===== config.mk =====
export PLATFORM = sky130hd
export DESIGN_NAME = xbar_peri_nslave
export DESIGN_NICKNAME = d
export VERILOG_FILES = /design/src/rtl/xbar_peri_nslave.sv
export SDC_FILE = /design/constraint.sdc
export NUM_CORES = 1
export LEC_CHECK = 0
export ABC_AREA = 1
export CAP_MARGIN = 25
export CORE_AREA = 3 3 115 117
export DETAILED_ROUTE_END_ITERATION = 8
export DIE_AREA = 0 0 118 120
export DONT_BUFFER_PORTS = 1
export SYNTH_ARGS = -nofsm -noshare
export SYNTH_HDL_FRONTEND = slang
export SYNTH_SLANG_ARGS = --single-unit

===== constraint.sdc =====
create_clock -name clk -period 4 [get_ports clk]
set_clock_uncertainty 0.2 [all_clocks]
set_input_delay 0.8 -clock clk [delete_from_list [all_inputs] [get_ports clk]]
set_output_delay 0.8 -clock clk [all_outputs]
set_load 0.02 [all_outputs]

===== src/rtl/xbar_peri_nslave.sv =====
`default_nettype none
// ============================================================================
//  Module      : xbar_peri_nslave
//  Description : 1-master / N-slave TileLink-UL crossbar for the peripheral
//                clock domain. Channel A is routed by address decode.
//                Unmapped requests go to a one-entry error responder.
//                Channel D from the slaves and the error responder is merged
//                by a round-robin arbiter that holds its grant while the
//                master stalls. A global outstanding counter throttles A.
//  Ports       : clk/reset             clock, async active-high reset
//                a_* / d_*             master-side A request, D response
//                a_*_out / a_ready_out A request to slaves (payload broadcast)
//                d_*_in / d_ready_in   packed per-slave D responses
//  Revision    : 1.0 - initial release
// ============================================================================
module xbar_peri_nslave #(
    parameter int ADDR_WIDTH      = 32,
    parameter int DATA_WIDTH      = 32,
    parameter int SIZE_WIDTH      = 3,
    parameter int OPCODE_WIDTH    = 3,
    parameter int PARAM_WIDTH     = 3,
    parameter int SOURCE_WIDTH    = 1,
    parameter int SINK_WIDTH      = 1,
    parameter int NUM_SLAVES      = 2,
    parameter logic [NUM_SLAVES*ADDR_WIDTH-1:0] SLAVE_BASE = {32'h1000_0000, 32'h0000_0000},
    parameter logic [NUM_SLAVES*ADDR_WIDTH-1:0] SLAVE_MASK = {32'hFFFF_0000, 32'hFFFF_0000},
    parameter int MAX_OUTSTANDING = 4,
    localparam int MASK_WIDTH     = DATA_WIDTH / 8
) (
    input  logic                                 clk,
    input  logic                                 reset,
    // master channel A
    input  logic                                 a_valid,
    output logic                                 a_ready,
    input  logic [OPCODE_WIDTH-1:0]              a_opcode,
    input  logic [PARAM_WIDTH-1:0]               a_param,
    input  logic [SIZE_WIDTH-1:0]                a_size,
    input  logic [SOURCE_WIDTH-1:0]              a_source,
    input  logic [ADDR_WIDTH-1:0]                a_address,
    input  logic [MASK_WIDTH-1:0]                a_mask,
    input  logic [DATA_WIDTH-1:0]                a_data,
    // master channel D
    output logic                                 d_valid,
    input  logic                                 d_ready,
    output logic [OPCODE_WIDTH-1:0]              d_opcode,
    output logic [PARAM_WIDTH-1:0]               d_param,
    output logic [SIZE_WIDTH-1:0]                d_size,
    output logic [SOURCE_WIDTH-1:0]              d_source,
    output logic [SINK_WIDTH-1:0]                d_sink,
    output logic [DATA_WIDTH-1:0]                d_data,
    output logic                                 d_error,
    // slave channel A
    output logic [NUM_SLAVES-1:0]                a_valid_out,
    input  logic [NUM_SLAVES-1:0]                a_ready_out,
    output logic [OPCODE_WIDTH-1:0]              a_opcode_out,
    output logic [PARAM_WIDTH-1:0]               a_param_out,
    output logic [SIZE_WIDTH-1:0]                a_size_out,
    output logic [SOURCE_WIDTH-1:0]              a_source_out,
    output logic [ADDR_WIDTH-1:0]                a_address_out,
    output logic [MASK_WIDTH-1:0]                a_mask_out,
    output logic [DATA_WIDTH-1:0]                a_data_out,
    // slave channel D
    input  logic [NUM_SLAVES-1:0]                d_valid_in,
    output logic [NUM_SLAVES-1:0]                d_ready_in,
    input  logic [NUM_SLAVES*OPCODE_WIDTH-1:0]   d_opcode_in,
    input  logic [NUM_SLAVES*PARAM_WIDTH-1:0]    d_param_in,
    input  logic [NUM_SLAVES*SIZE_WIDTH-1:0]     d_size_in,
    input  logic [NUM_SLAVES*SOURCE_WIDTH-1:0]   d_source_in,
    input  logic [NUM_SLAVES*SINK_WIDTH-1:0]     d_sink_in,
    input  logic [NUM_SLAVES*DATA_WIDTH-1:0]     d_data_in,
    input  logic [NUM_SLAVES-1:0]                d_error_in
);

    localparam int c_NREQ  = NUM_SLAVES + 1;          // slaves + error responder
    localparam int c_IDX_W = $clog2(NUM_SLAVES + 1);
    localparam int c_CNT_W = $clog2(MAX_OUTSTANDING + 1);
    localparam logic [OPCODE_WIDTH-1:0] c_OP_GET      = OPCODE_WIDTH'(4);
    localparam logic [OPCODE_WIDTH-1:0] c_OP_ACK      = OPCODE_WIDTH'(0);
    localparam logic [OPCODE_WIDTH-1:0] c_OP_ACK_DATA = OPCODE_WIDTH'(1);
    localparam logic [c_IDX_W-1:0]      c_ERR_IDX     = c_IDX_W'(NUM_SLAVES);

    logic [c_CNT_W-1:0]      r_count;
    logic                    r_err_valid;
    logic [OPCODE_WIDTH-1:0] r_err_opcode;
    logic [SIZE_WIDTH-1:0]   r_err_size;
    logic [SOURCE_WIDTH-1:0] r_err_source;
    logic [c_IDX_W-1:0]      r_ptr;      // last granted requester
    logic                    r_locked;   // r_ptr must be re-granted

    logic [NUM_SLAVES-1:0]   w_route;
    logic                    w_mapped;
    logic                    w_sel_ready;
    logic                    w_full;
    logic                    w_a_fire;
    logic                    w_d_fire;
    logic [c_NREQ-1:0]       w_req;
    logic [c_IDX_W-1:0]      w_gnt;
    logic                    w_gnt_valid;

    // Address decode; iterating downwards lets the lowest index win overlaps.
    always_comb begin
        w_route     = '0;
        w_mapped    = 1'b0;
        w_sel_ready = 1'b0;
        for (int i = NUM_SLAVES - 1; i >= 0; i--) begin
            if ((a_address & SLAVE_MASK[i*ADDR_WIDTH +: ADDR_WIDTH]) ==
                SLAVE_BASE[i*ADDR_WIDTH +: ADDR_WIDTH]) begin
                w_route     = '0;
                w_route[i]  = 1'b1;
                w_mapped    = 1'b1;
                w_sel_ready = a_ready_out[i];
            end
        end
    end

    assign w_full      = (r_count == c_CNT_W'(MAX_OUTSTANDING));
    assign a_valid_out = (a_valid && !w_full && !reset) ? w_route : '0;
    assign a_ready     = !reset && !w_full && (w_mapped ? w_sel_ready : !r_err_valid);
    assign w_a_fire    = a_valid && a_ready;

    assign a_opcode_out  = a_opcode;
    assign a_param_out   = a_param;
    assign a_size_out    = a_size;
    assign a_source_out  = a_source;
    assign a_address_out = a_address;
    assign a_mask_out    = a_mask;
    assign a_data_out    = a_data;

    assign w_req = {r_err_valid, d_valid_in};

    // Round-robin grant: a stalled grant is held; otherwise scan from the
    // requester after the last granted one. Descending k keeps the nearest.
    always_comb begin : p_arb
        int idx;
        idx         = 0;
        w_gnt       = r_ptr;
        w_gnt_valid = 1'b0;
        if (r_locked && w_req[r_ptr]) begin
            w_gnt_valid = 1'b1;
        end else begin
            for (int k = c_NREQ; k >= 1; k--) begin
                idx = int'(r_ptr) + k;
                if (idx >= c_NREQ) idx = idx - c_NREQ;
                if (w_req[idx]) begin
                    w_gnt       = c_IDX_W'(idx);
                    w_gnt_valid = 1'b1;
                end
            end
        end
    end

    assign d_valid  = w_gnt_valid && !reset;
    assign w_d_fire = d_valid && d_ready;

    // D payload mux; the error responder is the default source.
    always_comb begin
        d_opcode = r_err_opcode;
        d_param  = '0;
        d_size   = r_err_size;
        d_source = r_err_source;
        d_sink   = '0;
        d_data   = '0;
        d_error  = 1'b1;
        for (int i = 0; i < NUM_SLAVES; i++) begin
            if (w_gnt == c_IDX_W'(i)) begin
                d_opcode = d_opcode_in[i*OPCODE_WIDTH +: OPCODE_WIDTH];
                d_param  = d_param_in[i*PARAM_WIDTH +: PARAM_WIDTH];
                d_size   = d_size_in[i*SIZE_WIDTH +: SIZE_WIDTH];
                d_source = d_source_in[i*SOURCE_WIDTH +: SOURCE_WIDTH];
                d_sink   = d_sink_in[i*SINK_WIDTH +: SINK_WIDTH];
                d_data   = d_data_in[i*DATA_WIDTH +: DATA_WIDTH];
                d_error  = d_error_in[i];
            end
        end
    end

    generate
        for (genvar gi = 0; gi < NUM_SLAVES; gi++) begin : g_dready
            assign d_ready_in[gi] = d_valid && d_ready && (w_gnt == c_IDX_W'(gi));
        end
    endgenerate

    always_ff @(posedge clk or posedge reset) begin
        if (reset) begin
            r_count      <= '0;
            r_err_valid  <= 1'b0;
            r_err_opcode <= '0;
            r_err_size   <= '0;
            r_err_source <= '0;
            r_ptr        <= '0;
            r_locked     <= 1'b0;
        end else begin
            // A D response with nothing outstanding is forwarded but not counted.
            if (w_a_fire && !w_d_fire) begin
                r_count <= r_count + 1'b1;
            end else if (w_d_fire && !w_a_fire && (r_count != '0)) begin
                r_count <= r_count - 1'b1;
            end

            // Capture and release cannot coincide: a_ready needs an empty buffer.
            if (w_a_fire && !w_mapped) begin
                r_err_valid  <= 1'b1;
                r_err_opcode <= (a_opcode == c_OP_GET) ? c_OP_ACK_DATA : c_OP_ACK;
                r_err_size   <= a_size;
                r_err_source <= a_source;
            end else if (w_d_fire && (w_gnt == c_ERR_IDX)) begin
                r_err_valid <= 1'b0;
            end

            if (d_valid) begin
                r_ptr    <= w_gnt;
                r_locked <= !d_ready;
            end else begin
                r_locked <= 1'b0;
            end
        end
    end

endmodule
`default_nettype wire


=== Word level (Yosys, flattened, before mapping) ===
Cells that the tools add are included.

* $add $sub $neg: 8
* Magnitude comparators: 7
* Equal/unequal tests: 5
* Multiplexer cells: 53
* Reductions and logical operators: 27

{| class="wikitable"
|+ Operators by type and width
! kind !! count
|-
| 2-to-1 mux 32 bit || 8
|-
| less-than comparator 32 x 4 -> 1 bit, second input constant || 3
|-
| zero test 32 bit || 1
|-
| 2-to-1 mux 1 bit || 26
|-
| 2-to-1 mux 3 bit || 8
|-
| == test 16 x 13 -> 1 bit, second input constant || 1
|-
| logical AND 1 bit || 15
|-
| 2-to-1 mux 2 bit || 7
|-
| subtractor 3 x 2 -> 4 bit, second input constant || 3
|-
| >= comparator 3 x 2 -> 1 bit, second input constant || 3
|-
| binary-select mux 1 bit (select 2 bit) || 4
|-
| zero test 1 bit || 7
|-
| adder 2 x 2 -> 3 bit, second input constant || 2
|-
| == test 3 bit, second input constant || 2
|-
| nonzero test 2 bit || 2
|-
| adder 2 x 1 -> 3 bit, second input constant || 1
|-
| adder 3 x 1 -> 3 bit, second input constant || 1
|-
| less-than comparator 2 x 3 -> 1 bit, second input constant || 1
|-
| nonzero test 3 bit || 1
|-
| subtractor 3 x 1 -> 3 bit, second input constant || 1
|-
| == test 2 x 1 -> 1 bit, second input constant || 1
|-
| == test 2 bit, second input constant || 1
|-
| zero test 2 bit || 1
|}

* Register bits after elaboration: 14
* Input bits: 174
* Output and inout bits: 128

=== Logic depth before layout (Yosys ltp) ===
Gate-level depths: netlist of run 1.

* Word-level depth: 17
* Depth in mapped cells: 19

=== Worst setup path after synthesis of run 1 ===
No wires, ideal clock.

* Path type: flip-flop to output port
* Start point: reg r_ptr[0]
* End point: out d_ready_in[0]
* Data arrival time: 2.172 ns
* Required time: 3.000 ns
* Setup slack: 0.828 ns
* Stages on the path, launching flop included: 16
* Buffers on the path: 2
* Cell sequence: dfrtp_1 -> buf_6 -> inv_4 -> ha_1 -> inv_2 -> nand2_1 -> nand2_1 -> nand2_1 -> a21oi_1 -> o21ai_1 -> nand2_1 -> nand2_1 -> nand2_1 -> nand2_2 -> buf_2 -> nor3_1

* Word-level cells in the longest chain between the ends: 14
* Elaborated cells on any way between the ends: 39

{| class="wikitable"
|+ Ends and longest elaborated chain
! element !! RTL line !! source
|-
| from (decl) || 87 || <nowiki>logic [c_IDX_W-1:0] r_ptr;</nowiki>
|-
| from (signal assigned) || 211 || <nowiki>r_ptr <= w_gnt;</nowiki>
|-
| adder 2 x 2 -> 3 bit || 142 || <nowiki>idx = int'(r_ptr) + k;</nowiki>
|-
| subtractor 3 x 2 -> 4 bit or >= comparator 3 x 2 -> 1 bit (tied branches) || 143 || <nowiki>if (idx >= c_NREQ) idx = idx - c_NREQ;</nowiki>
|-
| 2-to-1 mux 32 bit || 143 ||
|-
| 2-to-1 mux 32 bit || 138 || <nowiki>if (r_locked && w_req[r_ptr]) begin</nowiki>
|-
| binary-select mux 1 bit (select 2 bit) || 144 || <nowiki>if (w_req[idx]) begin</nowiki>
|-
| 2-to-1 mux 1 bit (not written as such) (2 in a row) || 144 ||
|-
| 2-to-1 mux 1 bit (3 in a row) || 144 ||
|-
| 2-to-1 mux 1 bit || 138 ||
|-
| logical AND 1 bit || 152 || <nowiki>assign d_valid = w_gnt_valid && !reset;</nowiki>
|-
| logical AND 1 bit || 179 || <nowiki>assign d_ready_in[gi] = d_valid && d_ready && (w_gnt == c_IDX_W'(gi));</nowiki>
|-
| logical AND 1 bit * || 179 ||
|-
| to (decl) || 64 || <nowiki>output logic [NUM_SLAVES-1:0] d_ready_in,</nowiki>
|}

Every way passes the cells marked *; elsewhere a longest branch is shown, timed or not. The select of a mux whose other input is x is not followed.

=== Final worst setup path of run 1 ===
* Start point: reg r_ptr[0]
* End point: out d_data[15]

* Word-level cells in the longest chain between the ends: 14
* Elaborated cells on any way between the ends: 35

{| class="wikitable"
|+ Ends and longest elaborated chain
! element !! RTL line !! source
|-
| adder 2 x 2 -> 3 bit || 142 ||
|-
| subtractor 3 x 2 -> 4 bit or >= comparator 3 x 2 -> 1 bit (tied branches) || 143 ||
|-
| 2-to-1 mux 32 bit || 143 ||
|-
| 2-to-1 mux 32 bit || 138 ||
|-
| binary-select mux 1 bit (select 2 bit) || 144 ||
|-
| 2-to-1 mux 1 bit (not written as such) (2 in a row) || 144 ||
|-
| 2-to-1 mux 2 bit (3 in a row) || 144 ||
|-
| 2-to-1 mux 2 bit * || 138 ||
|-
| zero test 2 bit || 165 || <nowiki>if (w_gnt == c_IDX_W'(i)) begin</nowiki>
|-
| 2-to-1 mux 32 bit || 165 ||
|-
| 2-to-1 mux 32 bit * || 165 ||
|-
| to (decl) || 50 || <nowiki>output logic [DATA_WIDTH-1:0] d_data,</nowiki>
|}

Marked as above.

==> results.sh, run 1 <==
export IMPL_wl_um=6670
export IMPL_status="complete, no violations"
export IMPL_end_kind="output port"
export IMPL_fmax_mhz=267
export IMPL_finalCritPeriodShare_pct=93.5
export IMPL_clkPwrFrac_pct=6.8
export IMPL_diodes=0
export IMPL_netlist_cell_type_count=27
export IMPL_grt_use_total_pct=8.41
export IMPL_yosys_area_top_type_share_pct=30.4
export IMPL_power_share_combinational_pct=85.0
export IMPL_hpwl_um=5700
export IMPL_die_h_um=120
export IMPL_syn_avg_cell_area_um2=5.80
export IMPL_cts_tree="done"
export IMPL_grt_pass1_wl_um=9500
export IMPL_setup_viol=0
export IMPL_wl_per_cell_um=14.0
export IMPL_chipWidth_um=118
export IMPL_synth_area_leader_cell="nand2_1"
export IMPL_syn_cell_area_um2=2220
export IMPL_stdcell_area_um2=1920
export IMPL_peakVddDrop_v=0.000628
export IMPL_htree_num_levels=1
export IMPL_grt_antenna_before_repair=0
export IMPL_setup_tns_ns=0
export IMPL_grt_setup_unrepaired="false"
export IMPL_hold_class="in2async"
export IMPL_swShare_pct=69.7
export IMPL_holdBufCountCts=0
export IMPL_cts_num_sinks=12
export IMPL_cp_start_kind="flip-flop"
export IMPL_drtAntennaViolNets=0
export IMPL_power_internal_mw=0.889
export IMPL_crit_type="reg2out"
export IMPL_avgViaCountPerCell=4.16
export IMPL_vias=1979
export IMPL_synth_nets=561
export IMPL_fin_util_pct=15.4
export IMPL_worst_skew_pair_late_latency_ns=0.23
export IMPL_rows=41
export IMPL_pwr_share_seq_pct=8.1
export IMPL_port_buffers=0
export IMPL_first_global_vias=1818
export IMPL_drtIter0Drc=83
export IMPL_fp_coreArea_um2=12500
export IMPL_arrival_ns=2.74
export IMPL_fillers=1441
export IMPL_dr_pass1_iters=4
export IMPL_power_density_nw_per_um2=1530
export IMPL_yosys_warnings=0
export IMPL_start_util_pct=17.8
export IMPL_synth_cells=383
export IMPL_placed_area_um2=1810
export IMPL_dieArea_um2=14200
export IMPL_syn2layout_area_growth_pct=-13.6
export IMPL_cts_path_max_buffers=2
export IMPL_holdWs_ns=0.241
export IMPL_power_mw=2.93
export IMPL_cap_viol_max_count=0
export IMPL_hold_viol_final=0
export IMPL_cts_root_buffer="clkbuf_16"
export IMPL_drc_errors=0
export IMPL_overflow=0
export IMPL_cts_clk_slew_worst_paths_ns=0.04
export IMPL_synthTopCellsByArea="nand2_1, buf_4, dfrtp_1, nand4_1, nand3_1"
export IMPL_gp_congestion=0.775
export IMPL_grt_max_degree=40
export IMPL_power_leakage_nw=0.998
export IMPL_crit_path_max_fanout=38
export IMPL_drive_above_1_share_pct=9.54
export IMPL_seq_area_frac_synth_pct=13.5
export IMPL_required_ns=3.00
export IMPL_min_period_ns=3.74
export IMPL_final_nets=483
export IMPL_ios=302
export IMPL_relSlewSlack_pct=57.4
export IMPL_cts_inserted_buffers=3
export IMPL_yosys_register_bits=12
export IMPL_netSwitchingPower_mw=2.05
export IMPL_tightest_slew_ns=0.634
export IMPL_drv_slew=0
-- state kept, by name, indices dropped and copies added (netlist names) --
register      flops
r_ptr             2
r_count           3
r_err_valid       1
r_locked          1
r_err_size        3
r_err_opcode      1
r_err_source      1
-- area by class of cell --
class | count | area (µm²) | share of cell area, %
tap | 172 | 215 | 11.2
timing repair buffer | 7 | 67.6 | 3.52
clock buffer | 4 | 88.8 | 4.63
multi-input combinational | 259 | 1160 | 60.4
inverter | 22 | 85.1 | 4.43
sequential | 12 | 303 | 15.8
-- synthesized netlist by cell type, drive strengths merged --
cell type  instances
a21oi              4
a31oi              1
buf               88
clkbuf             2
dfrtp             12
fa                 1
ha                 3
inv               22
nand2            184
nand3             15
nand4             13
nor2              26
nor3               3
o21ai              7
or2                1
xor2               1
-- metal layers --
| layer | track usage (%) | part of all wire (%) |
|---|---|---|
| met4 | 3.00 | 2.6 |
| met5 | 0 | 0 |
| met1 | 9.45 | 37 |
| met3 | 4.43 | 13 |
| met2 | 13.6 | 47 |
-- worst max-delay path, cell delays in order, from the launching register on --
cell and delay (ns):
dfrtp_2 0.48, inv_4 0.07, ha_1 0.37, inv_2 0.11
nand2_1 0.06, nand2_1 0.05, nand2_1 0.06, a21oi_1 0.12
o21ai_1 0.07, nand2_1 0.06, nand2_1 0.04, nand2_1 0.08
nand2_2 0.18, nor2_2 0.17, buf_8 0.24, nand2_1 0.11
nand2_1 0.08, buf_4 0.13
-- what timing repair did --
action	in CTS	in global routing
hold endpoints to repair	0	0
endpoints found under the setup margin	0	39
setup buffers	0	0
resized for setup	0	6
-- power by group through the flow --
stage          Clock (mW)  Combinational (mW)  Sequential [mW]
2_1_floorplan           0                2.33            0.213
3_3_place_gp            0                2.44            0.236
3_5_place_dp            0                2.47            0.237
4_1_cts             0.203                2.47            0.237
5_1_grt             0.206                2.74            0.249
6_report            0.200                2.50            0.239
-- final timing paths --
path	startpoint	endpoint	slack, ns	cells after the start
worst max-delay path	r_ptr[0]$_DFFE_PP0N_	d_data[15]	0.26	17
worst max register to register	r_ptr[0]$_DFFE_PP0N_	r_count[2]$_DFFE_PP0P_	1.11	17
worst min register to register	r_err_size[2]$_DFFE_PP0P_	r_err_size[2]$_DFFE_PP0P_	0.27	2
min in group clk	r_err_size[2]$_DFFE_PP0P_	r_err_size[2]$_DFFE_PP0P_	0.27	2
max in group asynchronous	reset	r_ptr[0]$_DFFE_PP0N_	3.18	2
worst min-delay path	reset	r_count[2]$_DFFE_PP0P_	0.24	2
-- through the flow --
step / setup WS [ns] / cells
CTS: 0.0308 / 476
finish: 0.262 / 476
global route: 0.00492 / 476
floorplan: 0.828 / 383
global placement: 0.371 / 472
detailed placement: 0.292 / 472
-- cells by family after synthesis --
group | synth area share (%)
compound gates | 3.94
xor+xnor | 0.394
fa+ha+maj | 2.59
buf+inv | 34.3
flops | 13.5
simple gates | 45.3
-- cell usage in the layout (no fill, tap or decap), types with 3 or more instances in the layout --
| master | instances |
|---|---|
| nand2_1 | 180 |
| nor2_4 | 3 |
| nor2_2 | 3 |
| ha_1 | 3 |
| nor2_1 | 20 |
| o21ai_0 | 5 |
| buf_4 | 5 |
| nor3_1 | 3 |
| nand2_2 | 4 |
| nand4_1 | 13 |
| dfrtp_1 | 10 |
| inv_1 | 19 |
| nand3_1 | 15 |
| clkbuf_16 | 3 |
No activity file was read; power rests on OpenSTA's default activity.
==> run 2, diff against run 1 <==
--- a/config.mk
+++ b/config.mk
@@ -11,6 +11,7 @@
 export DETAILED_ROUTE_END_ITERATION = 8
 export DIE_AREA = 0 0 118 120
 export DONT_BUFFER_PORTS = 1
+export PLACE_DENSITY = 0.4
 export SYNTH_ARGS = -nofsm -noshare
 export SYNTH_HDL_FRONTEND = slang
 export SYNTH_SLANG_ARGS = --single-unit
==> run 2 against run 1 <==
  * Clock power grew 2%
  * Cell area grew 1.3%
  * Sequential power is essentially flat
  * Setup slack gained 0.031 ns
  * Clock-buffer cell count is the same
  * Utilization grew 0.20 points
  * Die area is the same
  * Sequential share of layout area shrank 0.20 points
  * Critical path depth shrank 1
  * Fmax grew 0.84%
  * Largest power group unchanged
  * Global-route usage grew 0.73 points
==> results.sh, run 2 (synthesized netlist as in run 1, its figures left out) <==
export IMPL_grt_busiest_layer="met2"
export IMPL_hpwl_um=6230
export IMPL_gp_congestion=0.698
export IMPL_grt_pass1_wl_um=10200
export IMPL_drive_above_1_share_pct=10.8
export IMPL_finalCritPeriodShare_pct=92.7
export IMPL_chipWidth_um=118
export IMPL_ios=302
export IMPL_fillers=1493
export IMPL_die_h_um=120
export IMPL_grt_antenna_before_repair=0
export IMPL_start_util_pct=17.8
export IMPL_use_met3_pct=4.15
export IMPL_final_nets=485
export IMPL_reg2reg_depth=17
export IMPL_drtAntennaViolNets=0
export IMPL_cp_start_kind="flip-flop"
export IMPL_holdWs_ns=0.240
export IMPL_required_ns=3.00
export IMPL_first_global_vias=1823
export IMPL_overflow=0
export IMPL_final_common_cell="nand2_1"
export IMPL_setup_viol=0
export IMPL_setup_tns_ns=0
export IMPL_vias=1961
export IMPL_instances_no_fill=478
export IMPL_diodes=0
export IMPL_fp_coreArea_um2=12500
export IMPL_grt_use_met2_pct=14.7
export IMPL_hold_viol_final=0
export IMPL_crit_path_max_fanout=38
export IMPL_arrival_ns=2.71
export IMPL_peakVddDrop_v=0.000526
export IMPL_wl_per_cell_um=15.0
export IMPL_top_regs="r_count (3), r_err_size (3), r_ptr (2)"
export IMPL_wl_um=7180
export IMPL_relSlewSlack_pct=58.2
export IMPL_worst_skew_pair_late_latency_ns=0.24
export IMPL_cts_path_max_buffers=2
export IMPL_dieArea_um2=14200
export IMPL_hold_class="in2async"
export IMPL_cts_root_buffer="clkbuf_16"
export IMPL_port_buffers=0
export IMPL_crit_type="reg2out"
export IMPL_grt_use_total_pct=9.13
export IMPL_drc_errors=0
export IMPL_drtIter0Drc=110
export IMPL_cap_viol_max_count=0
export IMPL_cts_inserted_buffers=3
export IMPL_holdBufCountCts=0
export IMPL_cts_clk_slew_worst_paths_ns=0.04
export IMPL_htree_num_levels=1
export IMPL_power_density_nw_per_um2=1580
export IMPL_avgViaCountPerCell=4.10
export IMPL_cts_num_sinks=12
export IMPL_status="complete, no violations"
export IMPL_power_leakage_nw=1.01
export IMPL_min_period_ns=3.71
export IMPL_dr_pass1_iters=4
export IMPL_fmax_mhz=270
export IMPL_cts_tree="done"
export IMPL_grtUsageMet1_pct=10.5
export IMPL_syn2layout_area_growth_pct=-12.5
export IMPL_grt_max_degree=39
export IMPL_grt_setup_unrepaired="false"
export IMPL_rows=41
export IMPL_drv_slew=0
export IMPL_tightest_slew_ns=0.623
export IMPL_dp_cells=473
export IMPL_mostFrequentLayoutCells="nand2_1, nor2_1, inv_1"
export IMPL_end_kind="output port"
## run 2: cell count changes in the layout (fill, tap and decap cells not counted), sizes merged
cell / delta
buf: +2
## run 2: critical path: stages, from the launching register on
cell	delay, ns
dfrtp_2	0.46
inv_4	0.07
ha_1	0.38
inv_2	0.12
nand2_1	0.06
nand2_1	0.05
nand2_1	0.06
a21oi_1	0.12
o21ai_1	0.07
nand2_1	0.06
nand2_1	0.04
nand2_1	0.09
nand2_2	0.18
nor2_2	0.19
buf_12	0.21
nand2_1	0.11
nand2_1	0.19
## run 2: what timing repair did
item,4_1_cts,5_1_grt
gates resized for setup,1,8
gates cloned,0,0
setup endpoints to repair,1,39
setup buffers,0,1
## run 2: report_power, final
| group | leakage, nW | internal (mW) | switching (mW) | total, mW |
|---|---|---|---|---|
| Sequential | 0.146 | 0.179 | 0.0564 | 0.236 |
| Clock | 0.0442 | 0.151 | 0.0530 | 0.204 |
| Combinational | 0.819 | 0.606 | 2.02 | 2.62 |
| Total | 1.01 | 0.936 | 2.13 | 3.06 |
## run 2: through the flow
stage                     total power [mW]  utilization (%)  worst slack (ns)  instance area, µm²
after global routing                  3.38             15.6           0.00790                1940
after global placement                2.79             14.6             0.302                1820
final                                 3.06             15.6             0.293                1940
after floorplan                       2.55                -             0.828                2220
after detailed placement              2.82             14.6             0.247                1820
after CTS                             3.04             15.3            0.0519                1910
## run 2: area by class of cell
type                            count  area (µm²)  area share, %
Multi-Input combinational cell    259        1160           59.9
Tap cell                          172         215           11.1
Sequential cell                    12         303           15.6
Clock buffer                        4        88.8           4.57
Timing Repair Buffer                9        87.6           4.50
Inverter                           22        85.1           4.38
## run 2: worst paths after layout
path                                                start                         to  slack [ns]
worst max-delay path                 r_ptr[0]$_DFFE_PP0N_                  d_data[6]        0.29
worst min-delay path                                reset     r_count[2]$_DFFE_PP0P_        0.24
worst max register to register       r_ptr[0]$_DFFE_PP0N_     r_count[2]$_DFFE_PP0P_        1.11
worst min register to register  r_err_size[1]$_DFFE_PP0P_  r_err_size[1]$_DFFE_PP0P_        0.27
max in group asynchronous                           reset       r_ptr[1]$_DFFE_PP0N_        3.18
min in group clk                r_err_size[1]$_DFFE_PP0P_  r_err_size[1]$_DFFE_PP0P_        0.27
## run 2: routing by layer
layer | vias to the layer above | wire length (µm)
li1 | 946 | -
met1 | 861 | 2650
met2 | 121 | 3480
met3 | 33 | 829
met4 | 0 | 227
met5 | - | 0
